<file path="config.mk">
export PLATFORM = sky130hd
export DESIGN_NAME = formic_bctl_trace_arb
export DESIGN_NICKNAME = d
export VERILOG_FILES = /design/src/rtl/formic_bctl_pkg.sv /design/src/rtl/formic_bctl_rr_pick.sv /design/src/rtl/formic_bctl_trace_arb.sv
export SDC_FILE = /design/constraint.sdc
export NUM_CORES = 1
export LEC_CHECK = 0
export ABC_AREA = 1
export CAP_MARGIN = 0
export CORE_ASPECT_RATIO = 1.1
export CORE_UTILIZATION = 60
export CTS_CLUSTER_SIZE = 30
export DETAILED_ROUTE_END_ITERATION = 16
export DONT_BUFFER_PORTS = 1
export GPL_TIMING_DRIVEN = 0
export PLACE_DENSITY = 0.76
export RECOVER_POWER = 100
export SLEW_MARGIN = 30
export SYNTH_ARGS = -nofsm -noshare
export SYNTH_HDL_FRONTEND = slang
export SYNTH_SLANG_ARGS = --single-unit
</file>
<file path="constraint.sdc">
create_clock -name clk -period 2 [get_ports clk]
set_input_delay 0.3 -clock clk [delete_from_list [all_inputs] [get_ports clk]]
set_output_delay 0.3 -clock clk [all_outputs]
set_load 0.03 [all_outputs]
</file>
<file path="src/rtl/formic_bctl_pkg.sv">
// Shared constants for the board-controller trace path: record framing,
// header layout and the one-hot arbiter state encodings.
package formic_bctl_pkg;

   localparam int TRACE_REC_BYTES    = 8;
   localparam int TRACE_HDR_DROP_BIT = 7;

   localparam logic [2:0] ST_IDLE = 3'b001;
   localparam logic [2:0] ST_HDR  = 3'b010;
   localparam logic [2:0] ST_DATA = 3'b100;

   typedef logic [7:0] trace_byte_t;

   // Header byte: source id in the low bits, drop flag in the top bit.
   function automatic trace_byte_t hdr_byte(input logic drop, input trace_byte_t id);
      trace_byte_t b;
      b = id;
      b[TRACE_HDR_DROP_BIT] = drop;
      return b;
   endfunction

endpackage

</file>
<file path="src/rtl/formic_bctl_rr_pick.sv">
// Combinational round-robin picker: first set bit of i_req at or after i_ptr,
// wrapping modulo NSRC (NSRC must be 2**SW).
module formic_bctl_rr_pick #(
   parameter int NSRC = 4,
   parameter int SW   = 2
) (
   input  logic [NSRC-1:0] i_req,
   input  logic [SW-1:0]   i_ptr,
   output logic [SW-1:0]   o_id,
   output logic            o_any
);

   logic [SW-1:0] idx;

   // Scan from the farthest offset down so the nearest requester is written last.
   always_comb begin
      o_id  = '0;
      o_any = 1'b0;
      idx   = '0;
      for (int i = NSRC - 1; i >= 0; i--) begin
         idx = i_ptr + SW'(i);
         if (i_req[idx]) begin
            o_id  = idx;
            o_any = 1'b1;
         end
      end
   end

endmodule

</file>
<file path="src/rtl/formic_bctl_trace_arb.sv">
// Trace arbiter: round-robin, record-granular sharing of one byte stream among
// NSRC trace buffers. Define FORMIC_TRACE_ARB_HDR_EN to prefix each record with a source/drop header.
module formic_bctl_trace_arb
   import formic_bctl_pkg::*;
#(
   parameter int NSRC = 4,
   parameter int SW   = 2
) (
   input  logic              clk,
   input  logic              rst,
   input  logic [NSRC*8-1:0] i_src_data,
   input  logic [NSRC-1:0]   i_src_valid,
   input  logic [NSRC-1:0]   i_src_drop,
   output logic [NSRC-1:0]   o_src_deq,
   input  logic [NSRC-1:0]   i_src_en,
   output logic [7:0]        o_data,
   output logic              o_valid,
   input  logic              i_ready,
   output logic              o_busy,
   output logic [SW-1:0]     o_gnt
);

   localparam logic [2:0] REC_LAST = 3'(TRACE_REC_BYTES - 1);

   logic [2:0]      state_q, state_d;
   logic [SW-1:0]   gnt_q, gnt_d;
   logic [SW-1:0]   rr_ptr_q, rr_ptr_d;
   logic [2:0]      byte_cnt_q, byte_cnt_d;

   logic [NSRC-1:0] req;
   logic [SW-1:0]   pick_id;
   logic            pick_any;
   logic [7:0]      head_byte;
   logic            head_valid;
   logic            xfer;

`ifdef FORMIC_TRACE_ARB_HDR_EN
   logic [NSRC-1:0] drop_flag_q, drop_flag_d;
   logic [NSRC-1:0] drop_clr;
`else
   logic            unused_drop;
   assign unused_drop = ^i_src_drop;
`endif

   assign req = i_src_valid & i_src_en;

   formic_bctl_rr_pick #(
      .NSRC (NSRC),
      .SW   (SW)
   ) u_pick (
      .i_req (req),
      .i_ptr (rr_ptr_q),
      .o_id  (pick_id),
      .o_any (pick_any)
   );

   always_comb begin
      head_byte = '0;
      for (int k = 0; k < NSRC; k++) begin
         if (gnt_q == SW'(k)) head_byte = i_src_data[8*k +: 8];
      end
   end

   assign head_valid = i_src_valid[gnt_q];

   // Outputs are a pure decode of state, grant and the live source inputs.
   always_comb begin
      o_valid   = 1'b0;
      o_data    = '0;
      o_src_deq = '0;
      case (state_q)
`ifdef FORMIC_TRACE_ARB_HDR_EN
         ST_HDR: begin
            o_valid = 1'b1;
            o_data  = hdr_byte(drop_flag_q[gnt_q], 8'(gnt_q));
         end
`endif
         ST_DATA: begin
            o_valid          = head_valid;
            o_data           = head_byte;
            o_src_deq[gnt_q] = head_valid & i_ready;
         end
         default: ;
      endcase
   end

   assign xfer = o_valid & i_ready;

   always_comb begin
      state_d    = state_q;
      gnt_d      = gnt_q;
      rr_ptr_d   = rr_ptr_q;
      byte_cnt_d = byte_cnt_q;
`ifdef FORMIC_TRACE_ARB_HDR_EN
      drop_clr   = '0;
`endif
      case (state_q)
         ST_IDLE: begin
            if (pick_any) begin
               gnt_d = pick_id;
`ifdef FORMIC_TRACE_ARB_HDR_EN
               state_d = ST_HDR;
`else
               state_d = ST_DATA;
`endif
            end
         end
`ifdef FORMIC_TRACE_ARB_HDR_EN
         ST_HDR: begin
            if (xfer) begin
               state_d         = ST_DATA;
               drop_clr[gnt_q] = 1'b1;
            end
         end
`endif
         ST_DATA: begin
            // A stalled source holds the grant; only a full record releases it.
            if (xfer) begin
               byte_cnt_d = byte_cnt_q + 3'd1;
               if (byte_cnt_q == REC_LAST) begin
                  state_d    = ST_IDLE;
                  rr_ptr_d   = gnt_q + SW'(1);
                  byte_cnt_d = '0;
               end
            end
         end
         default: state_d = ST_IDLE;
      endcase
   end

`ifdef FORMIC_TRACE_ARB_HDR_EN
   // A drop arriving in the header-transfer cycle survives into the next header.
   assign drop_flag_d = (drop_flag_q & ~drop_clr) | i_src_drop;
`endif

   always_ff @(posedge clk) begin
      if (rst) begin
         state_q     <= ST_IDLE;
         gnt_q       <= '0;
         rr_ptr_q    <= '0;
         byte_cnt_q  <= '0;
`ifdef FORMIC_TRACE_ARB_HDR_EN
         drop_flag_q <= '0;
`endif
      end else begin
         state_q     <= state_d;
         gnt_q       <= gnt_d;
         rr_ptr_q    <= rr_ptr_d;
         byte_cnt_q  <= byte_cnt_d;
`ifdef FORMIC_TRACE_ARB_HDR_EN
         drop_flag_q <= drop_flag_d;
`endif
      end
   end

   assign o_busy = (state_q != ST_IDLE);
   assign o_gnt  = gnt_q;

endmodule
</file>
# Word-level counts from Yosys, hierarchy flattened
# Index checks and enable logic that the tools add are counted.
# totals
ff_bits,10
output_inout_bits,16
wordCells,67
# classes
addsub,5
order_cmp,6
n_eq_ne,10
n_mux,32
bitwise_logic,4
n_reduce_logical,6
# op_table
operator,n
two-way mux 8 bit,5
"< comparator 2 x 3 -> 1 bit, second input constant",5
two-way mux 3 bit,4
two-way mux 1 bit,11
binary-select mux 1 bit (select 2 bit),5
AND 4 bit,2
two-way mux 2 bit,4
"equality test 3 bit, second input constant",2
"!= test 2 bit, second input constant",3
one-hot mux 3 bit (2 select lines),1
AND reduction 3 bit,2
"adder 2 x 1 -> 2 bit, second input constant",2
"adder 2 bit, second input constant",2
"equality test 2 bit, second input constant",2
two-way mux 4 bit,1
AND reduction 2 bit,2
"adder 3 x 1 -> 3 bit, second input constant",1
"equality test 3 x 1 -> 1 bit, second input constant",1
"!= test 3 x 1 -> 1 bit, second input constant",1
AND 1 bit,2
demux 1 bit (select 2 bit),1
"equality test 2 x 1 -> 1 bit, second input constant",1
">= comparator 2 x 1 -> 1 bit, second input constant",1
logical NOT 2 bit,1
logical AND 1 bit,1

# Logic depth before layout (Yosys ltp)
# Gate-level depths: netlist of the first run.
# logic_depth
word_depth,9
mapped_depth,10
mapped_depth_nobuf,10

# Cells and area by module
# A second synthesis of the first run with hierarchy kept.
# hier_totals
cells_unflattened,180
area_unflattened_um2,1078.5
# modules_own_cells
module,n_inst,cells_each,area_each_um2,seq_area_each_um2
formic_bctl_trace_arb,1,136,863.3,180.2
formic_bctl_rr_pick,1,44,215.2,0.0

# Worst setup path after synthesis of the first run
# No wires, ideal clock.
# synth_path
path_kind,reg2out
from,reg gnt_q[1] (netlist: o_gnt[1])
to,out o_src_deq[0]
arrival_time_ns,1.948
required_time_ns,1.700
slack_ns,-0.248
path_stages_with_launch,7
cell_sequence,dfxtp_1 > inv_1 > nor2_1 > o21ai_0 > a21oi_2 > nand2_2 > nor2_1
# synth_between
elab_chain_len,6
# synth_lines
item,line,source
"start, declared",formic_bctl_trace_arb.sv:26,"logic [SW-1:0] gnt_q, gnt_d;"
"start signal, assigned",formic_bctl_trace_arb.sv:147,gnt_q <= gnt_d;
< comparator 2 x 3 -> 1 bit (implied by the code) / >= comparator 2 x 1 -> 1 bit (equally long branches),formic_bctl_trace_arb.sv:81,o_src_deq[gnt_q] = head_valid & i_ready;
logical AND 1 bit (implied by the code),formic_bctl_trace_arb.sv:81,
two-way mux 1 bit (implied by the code),formic_bctl_trace_arb.sv:81,
demux 1 bit (select 2 bit),formic_bctl_trace_arb.sv:81,
AND 4 bit (no source line) *,-,
two-way mux 4 bit *,formic_bctl_trace_arb.sv:71,case (state_q)
"end, declared",formic_bctl_trace_arb.sv:14,"output logic [NSRC-1:0] o_src_deq,"
# Every way passes the cells marked *; elsewhere a longest branch is shown, timed or not. The select of a mux whose other input is x is not followed.

# Worst setup path after layout of the first run
# layout_path
from,reg gnt_q[0] (netlist: o_gnt[0])
to,out o_src_deq[2]
# Same word-level chain as after synthesis.

==> metrics.md, run 1 <==
| Metric | Value |
|---|---|
| Status | `finished, violations left` |
| Violated checks | `setup timing` |
| Clk_lat worst skew | `around 0.26 ns` |
| Num ports | `63` |
| Final ANT Viol Nets | `0` |
| Final setup fails | `14` |
| Worst hold path type | `in -> reg` |
| Row count | `14` |
| Hold Crit Start | `rst` |
| Worst R2R Setup Slack | `-0.12 ns` |
| Hold Path Stages | `1` |
| Die ar. | `around 0.0017 mm^2` |
| Dominant cell type by area after synthesis | `dfxtp_1` |
| Port Buffer Count | `0` |
| Reg2Reg Depth | `9` |
| All-layer global routing usage | `approximately half` |
| Mapped Area | `approximately 940 um^2` |
| Area of the multi-input gates | `around 900 um^2` |
| Layout Nets | `238` |
| Initial antenna violation count | `0` |
| Setup ws final | `-0.191 ns` |
| Root Buffer | `clkbuf_4` |
| Largest net degree at the start of global routing | `11` |
| Yosys cell types | `17` |
| Clock sink count | `9` |
| Crit. End Element | `output pin` |
| # fillers | `49` |
| First drt pass iteration count | `5` |
| Sequential Power Share | `between 20% and 30%` |
| Core Area | `0.00142 mm^2` |
| DIE HEIGHT | `about 44 um` |
| Most frequent cell after synthesis | `nand2_1` |
| Fmax | `0.456 GHz` |
| # hold bufs at CTS | `0` |
| Worst-Margin Slew | `0.417 ns` |
| Syn avg cell area | `5.54 um^2` |
| DP Cell Count | `~190` |
| CP Data Arrival Time | `roughly 1.9 ns` |
| RSZ-0062 raised after global routing | `yes` |
| Kind of critical path | `reg -> out` |
| CTS Buf Count | `3` |
| Final worst path period need | `2.19 ns` |
| Slew HR | `between 70% and 80%` |
| Top cells by area, synth | `dfxtp_1 19%, nand2_1 16%, o21ai_0 15%, a21oi_1 12%, nor2_1 11%` |
| Hold Path End | `byte_cnt_q[2]$_SDFFE_PP0P_` |
| Seq cells post-synth | `9` |
| CP required | `1.70 ns` |
| Async SR Flop Fraction | `0%` |
| Detailed placement HPWL | `1970 um` |
| Hold Vio Cnt, Final | `0` |
| Layout cells sized above 1 | `32.6%` |
| Clock Skew | `0.00570 ns` |
| Reg clk slew, reported paths | `0.06 ns` |
| Initial drt markers | `roughly 190` |
| WHS | `a little over 0.1 ns` |
| Synth warnings | `0` |
| Initial core utilization | `66.4%` |
| Die Span X | `between 30 and 40 um` |
| Vias per inst | `roughly 7.6` |
| # diodes | `0` |
| Max VDD drop | `0.516 mV` |
| Seq/Total Area, Yosys | `between 10% and 20%` |
| Net Sw Power | `0.000453 W` |
| Htree depth | `1` |
| Cells after Synth | `170` |
| First-pass GRT wire length | `~5900 um` |
| Synth top area share | `approximately a fifth` |
| DR DRC count | `0` |
| Post-synth top cells | `41 x nand2_1, 28 x nor2_1, 28 x o21ai_0` |
| CTS tree | `done` |
| Worst-case clock buffer depth | `2` |
| Worst r2r dst | `byte_cnt_q[0]$_SDFFE_PP0P_` |
| Avg WL per Cell | `roughly 24 um` |
| Clk pwr share | `approximately 15%` |
| Power density over cell area | `just under 700 mW/mm^2` |
| Number of max-cap violations | `0` |
| Register area | `roughly 190 um^2` |
| Startpoint types | `flop` |
| Slew Limit Fails | `0` |
| Post-synth net total | `between 200 and 250` |
| Worst r2r src | `o_gnt[0]$_SDFFE_PP0P_` |
| Portion of total power attributed to combinational logic | `between 50% and 60%` |
| RePlAce Congestion | `a little under 0.8` |
| Sw Ratio | `just under 50%` |
| Non-Filler Instances | `200` |
| Final worst path period share | `110%` |
| Pint | `around 0.00046 W` |
| Synth-to-Final Area Change | `41.2%` |
| Crit path max fanout | `6` |
| Dominant synthesized flop cell | `dfxtp_1` |
| EDFF count, synth | `0` |
| Vias in the first global route | `around 1300` |
| Pleak | `between 0.5 and 0.6 nW` |
| DR vias | `approximately 1500` |
| Grt ovf | `0` |
| Final wirelength | `roughly 4700 um` |
-- worst max-delay path: stages (launching register included) --
cell and delay [ns]:
dfxtp_4 0.47, nor2_1 0.08, nor2_1 0.14, o21ai_1 0.15, a21oi_4 0.37, nand2_4 0.17, nor2_4 0.24
-- per-layer routing --
| layer | GRT usage [%] | up-vias | part of all wire [%] |
|---|---|---|---|
| met5 | 10.7 | - | 0 |
| met4 | 41.4 | 0 | 11 |
| met3 | 39.5 | 81 | 15 |
| met2 | 73.4 | 198 | 42 |
| met1 | 42.6 | 651 | 33 |
| li1 | - | 592 | - |
-- cells in the final DEF, fill, tap and decap left out, types with 5 or more instances in the layout --
cell type and count:
a21oi_1 12, a21oi_4 8, buf_4 11, dfxtp_1 7, inv_1 7, inv_2 5, nand2_1 41, nand3_1 8
nor2_1 22, nor2_4 5, o21ai_0 11, o21ai_1 9, o21ai_2 7
-- per-stage QoR --
stage / area (um^2) / TNS [ns] / total power, W / utilization, % / setup WS, ns
after floorplan: 1000 / 0 / 0.000466 / - / 0.000152
final: 1330 / -1.81 / 0.000913 / 93.7 / -0.191
after detailed placement: 1020 / -2.00 / 0.000518 / 72.0 / -0.244
after CTS: 1250 / -0.378 / 0.000788 / 87.9 / -0.0892
after global routing: 1330 / -3.26 / 0.000967 / 93.7 / -0.322
after global placement: 1020 / -1.42 / 0.000506 / 72.0 / -0.158
-- what timing repair did --
| action | in CTS | in global routing |
|---|---|---|
| gates resized for setup | 47 | 14 |
| buffers inserted | 9 | 2 |
| gates cloned | 1 | 0 |
| endpoints found under the setup margin | 13 | 12 |
| pin swaps | 15 | 14 |
| hold endpoints to repair | 0 | 0 |
-- cell families (layout without fill, tap and decap cells) --
logic type | count (synthesis) | count (layout) | share of synthesized area, %
fa+ha+maj | 6 | 6 | 7.97
flops | 9 | 9 | 19.1
xor+xnor | 1 | 1 | 0.930
simple gates | 83 | 83 | 35.9
buf+inv | 19 | 33 | 7.70
compound gates | 52 | 52 | 28.4
-- area by class of cell --
cell class | count | share of cell area [%]
multi-input combinational | 142 | 67.8
sequential | 9 | 14.1
timing repair buffer | 11 | 6.21
inverter | 15 | 5.08
buffer | 2 | 2.92
clock buffer | 4 | 1.98
tap | 16 | 1.51
timing repair inverter | 1 | 0.376
-- worst max path at each step --
stage                          startpoint  slack, ns      endpoint
detailed placement  o_gnt[1]$_SDFFE_PP0P_      -0.24     o_data[6]
CTS                 o_gnt[1]$_SDFFE_PP0P_      -0.09  o_src_deq[0]
floorplan           o_gnt[1]$_SDFFE_PP0P_     0.0002  o_src_deq[0]
global route        o_gnt[0]$_SDFFE_PP0P_      -0.32  o_src_deq[1]
global placement    o_gnt[1]$_SDFFE_PP0P_      -0.16     o_data[2]
finish              o_gnt[0]$_SDFFE_PP0P_      -0.19  o_src_deq[2]
-- state kept, by name, indices dropped and copies added (netlist names) --
name,flops
byte_cnt_q,3
o_gnt,2
rr_ptr_q,2
state_q,2
-- power groups by stage --
stage / Combinational, W / Sequential (W) / Clock, W
2_1_floorplan: 0.000244 / 0.000221 / 0
3_3_place_gp: 0.000281 / 0.000225 / 0
3_5_place_dp: 0.000292 / 0.000226 / 0
4_1_cts: 0.000419 / 0.000228 / 0.000141
5_1_grt: 0.000581 / 0.000229 / 0.000156
6_report: 0.000544 / 0.000230 / 0.000139
Note: power is estimated with default switching activity, not from simulation.
==> inputs of run 2 (changes only) <==
--- a/config.mk
+++ b/config.mk
@@ -15,6 +15,7 @@
 export GPL_TIMING_DRIVEN = 0
 export PLACE_DENSITY = 0.76
 export RECOVER_POWER = 100
+export SKIP_CTS_REPAIR_TIMING = 1
 export SLEW_MARGIN = 30
 export SYNTH_ARGS = -nofsm -noshare
 export SYNTH_HDL_FRONTEND = slang
==> run 2 against run 1 <==
Net effect: the run still ends with setup timing left; clock power up 9%; design area down 2.1%; highest routed layer unchanged; critical path depth unchanged; clock-buffer cell count unchanged; wire length down 16%; via count down 11%; largest power group unchanged; sequential cell count unchanged; total power down 4.5%; cell count down 1.5%; register-to-register slack better by 0.22 ns; sequential share of layout area up 0.30 points; worst hold slack worse by 0.011 ns.
==> metrics.md, run 2 (synthesized netlist as in run 1, its figures left out) <==
| Metric | Value |
|---|---|
| Status | `finished, violations left` |
| Violated checks | `setup timing` |
| Hold Path Stages | `1` |
| Slew Limit Fails | `0` |
| Slowest stage delay, CP | `~0.50 ns` |
| DR vias | `1355` |
| WHS | `between 0.09 and 0.1 ns` |
| Layout cells sized above 1 | `between 30% and 40%` |
| Pleak | `around 0.55 nW` |
| Reg clk slew, reported paths | `about 0.07 ns` |
| Root Buffer | `clkbuf_4` |
| Worst-case clock buffer depth | `2` |
| Final worst path period share | `110%` |
| Final ANT Viol Nets | `0` |
| Grt ovf | `0` |
| Hold Crit Start | `rst` |
| Hold Path End | `byte_cnt_q[2]$_SDFFE_PP0P_` |
| RePlAce Congestion | `approximately 0.78` |
| Synth-to-Final Area Change | `38.2%` |
| Clock Skew | `0.0151 ns` |
| DIE HEIGHT | `~44 um` |
| DR DRC count | `0` |
| Crit path cell chain | `nor2_2 > nor2_1 > o21ai_2 > a21oi_4 > nand2_4 > nor2_4` |
| Layout Nets | `235` |
| First drt pass iteration count | `5` |
| Fmax | `around 0.45 GHz` |
| Crit-path slowest cell | `dfxtp_4` |
| Max VDD drop | `0.551 mV` |
| Initial drt markers | `~110` |
| Register area | `between 150 and 200 um^2` |
| Number of max-cap violations | `0` |
| Initial antenna violation count | `0` |
| Power density over cell area | `~670 mW/mm^2` |
| Crit path max fanout | `6` |
| CTS tree | `done` |
| Worst r2r src | `o_gnt[0]$_SDFFE_PP0P_` |
| Detailed placement HPWL | `slightly below 2000 um` |
| Sequential Power Share | `~27%` |
| Pint | `between 0.0004 and 0.0005 W` |
| Worst R2R Setup Slack | `approximately 0.10 ns` |
| Most flop-heavy register | `byte_cnt_q` |
| Clk pwr share | `between 15 and 20%` |
| Layout Utilization | `between 90 and 100%` |
| All-layer global routing usage | `about 30%` |
| Avg WL per Cell | `approximately 20 um` |
| RSZ-0062 raised after global routing | `yes` |
| Hold Vio Cnt, Final | `0` |
| Htree depth | `1` |
| Crit. End Element | `output pin` |
| CP required | `1.70 ns` |
| Die Span X | `39.8 um` |
| Largest net degree at the start of global routing | `11` |
| Net Sw Power | `0.000424 W` |
| Row count | `14` |
| # diodes | `0` |
| Reg2Reg Depth | `8` |
| WP buf/inv | `0` |
| First-pass GRT wire length | `roughly 3600 um` |
| Clk_lat worst skew | `between 0.2 and 0.3 ns` |
| Final wirelength | `slightly below 4000 um` |
| Vias per inst | `between 6 and 7` |
| Kind of critical path | `reg -> out` |
| Die ar. | `~0.0017 mm^2` |
| Port Buffer Count | `0` |
| Clock sink count | `9` |
| Worst r2r dst | `byte_cnt_q[0]$_SDFFE_PP0P_` |
| CP Data Arrival Time | `1.91 ns` |
| Portion of total power attributed to combinational logic | `between 50% and 60%` |
| Crit path max-delay family | `simple AND/OR/NAND/NOR gates` |
| Most frequent cells in the layout | `41 x nand2_1, 20 x nor2_1, 15 x a21oi_1` |
| CTS Buf Count | `3` |
| Initial core utilization | `approximately two thirds` |
| Startpoint types | `flop` |
| Vias in the first global route | `around 940` |
| Area of the multi-input gates | `between 800 and 900 um^2` |
| Core Area | `about 0.0014 mm^2` |
| Worst hold path type | `in -> reg` |
| # fillers | `56` |
| Slew HR | `roughly 64%` |
| Sw Ratio | `between 40% and 50%` |
| Final worst path period need | `about 2.2 ns` |
| Worst-Margin Slew | `around 0.53 ns` |
| Final setup fails | `12` |
| Num ports | `63` |
| Commonest non-fill, non-tap cell in the layout | `nand2_1` |
| Largest register FFs | `3` |
| Setup ws final | `-0.208 ns` |
## run 2: how the worst max path moves through the flow
stage                                     start            to  cells after the start
after floorplan           o_gnt[1]$_SDFFE_PP0P_  o_src_deq[0]                      6
after global placement    o_gnt[1]$_SDFFE_PP0P_     o_data[2]                      8
after detailed placement  o_gnt[1]$_SDFFE_PP0P_     o_data[6]                      8
after CTS                 o_gnt[1]$_SDFFE_PP0P_     o_data[6]                      8
after global routing      o_gnt[0]$_SDFFE_PP0P_  o_src_deq[3]                      6
final                     o_gnt[0]$_SDFFE_PP0P_  o_src_deq[3]                      6
## run 2: power groups by stage
| stage | Combinational (W) | Sequential (W) | Clock [W] |
|---|---|---|---|
| 6_report | 0.000485 | 0.000236 | 0.000151 |
| 5_1_grt | 0.000521 | 0.000236 | 0.000163 |
| 4_1_cts | 0.000293 | 0.000222 | 0.000141 |
| 3_5_place_dp | 0.000292 | 0.000226 | 0 |
| 3_3_place_gp | 0.000281 | 0.000225 | 0 |
| 2_1_floorplan | 0.000244 | 0.000221 | 0 |
## run 2: cell type report
class | count | share of cell area [%]
Multi-Input combinational cell | 142 | 67.9
Sequential cell | 9 | 14.4
Timing Repair Buffer | 7 | 5.19
Inverter | 15 | 5.19
Buffer | 3 | 3.17
Clock buffer | 4 | 2.02
Tap cell | 16 | 1.54
Timing Repair inverter | 1 | 0.576
## run 2: layer usage
| layer | routed length [um] | vias up | track usage, % |
|---|---|---|---|
| met3 | 531 | 43 | 6.67 |
| met2 | 1840 | 155 | 58.7 |
| li1 | - | 586 | - |
| met1 | 1290 | 571 | 28.7 |
| met5 | 0 | - | 0 |
| met4 | 301 | 0 | 11.0 |
## run 2: stage by stage
| stage | setup TNS, ns | instance area (um^2) | worst slack, ns | cells | total power (W) |
|---|---|---|---|---|---|
| after floorplan | 0 | 1000 | 0.000152 | 170 | 0.000466 |
| after global placement | -1.42 | 1020 | -0.158 | 186 | 0.000506 |
| after detailed placement | -2.00 | 1020 | -0.244 | 186 | 0.000518 |
| after CTS | -5.54 | 1050 | -0.531 | 190 | 0.000656 |
| after global routing | -2.28 | 1300 | -0.260 | 197 | 0.000920 |
| final | -1.74 | 1300 | -0.208 | 197 | 0.000872 |
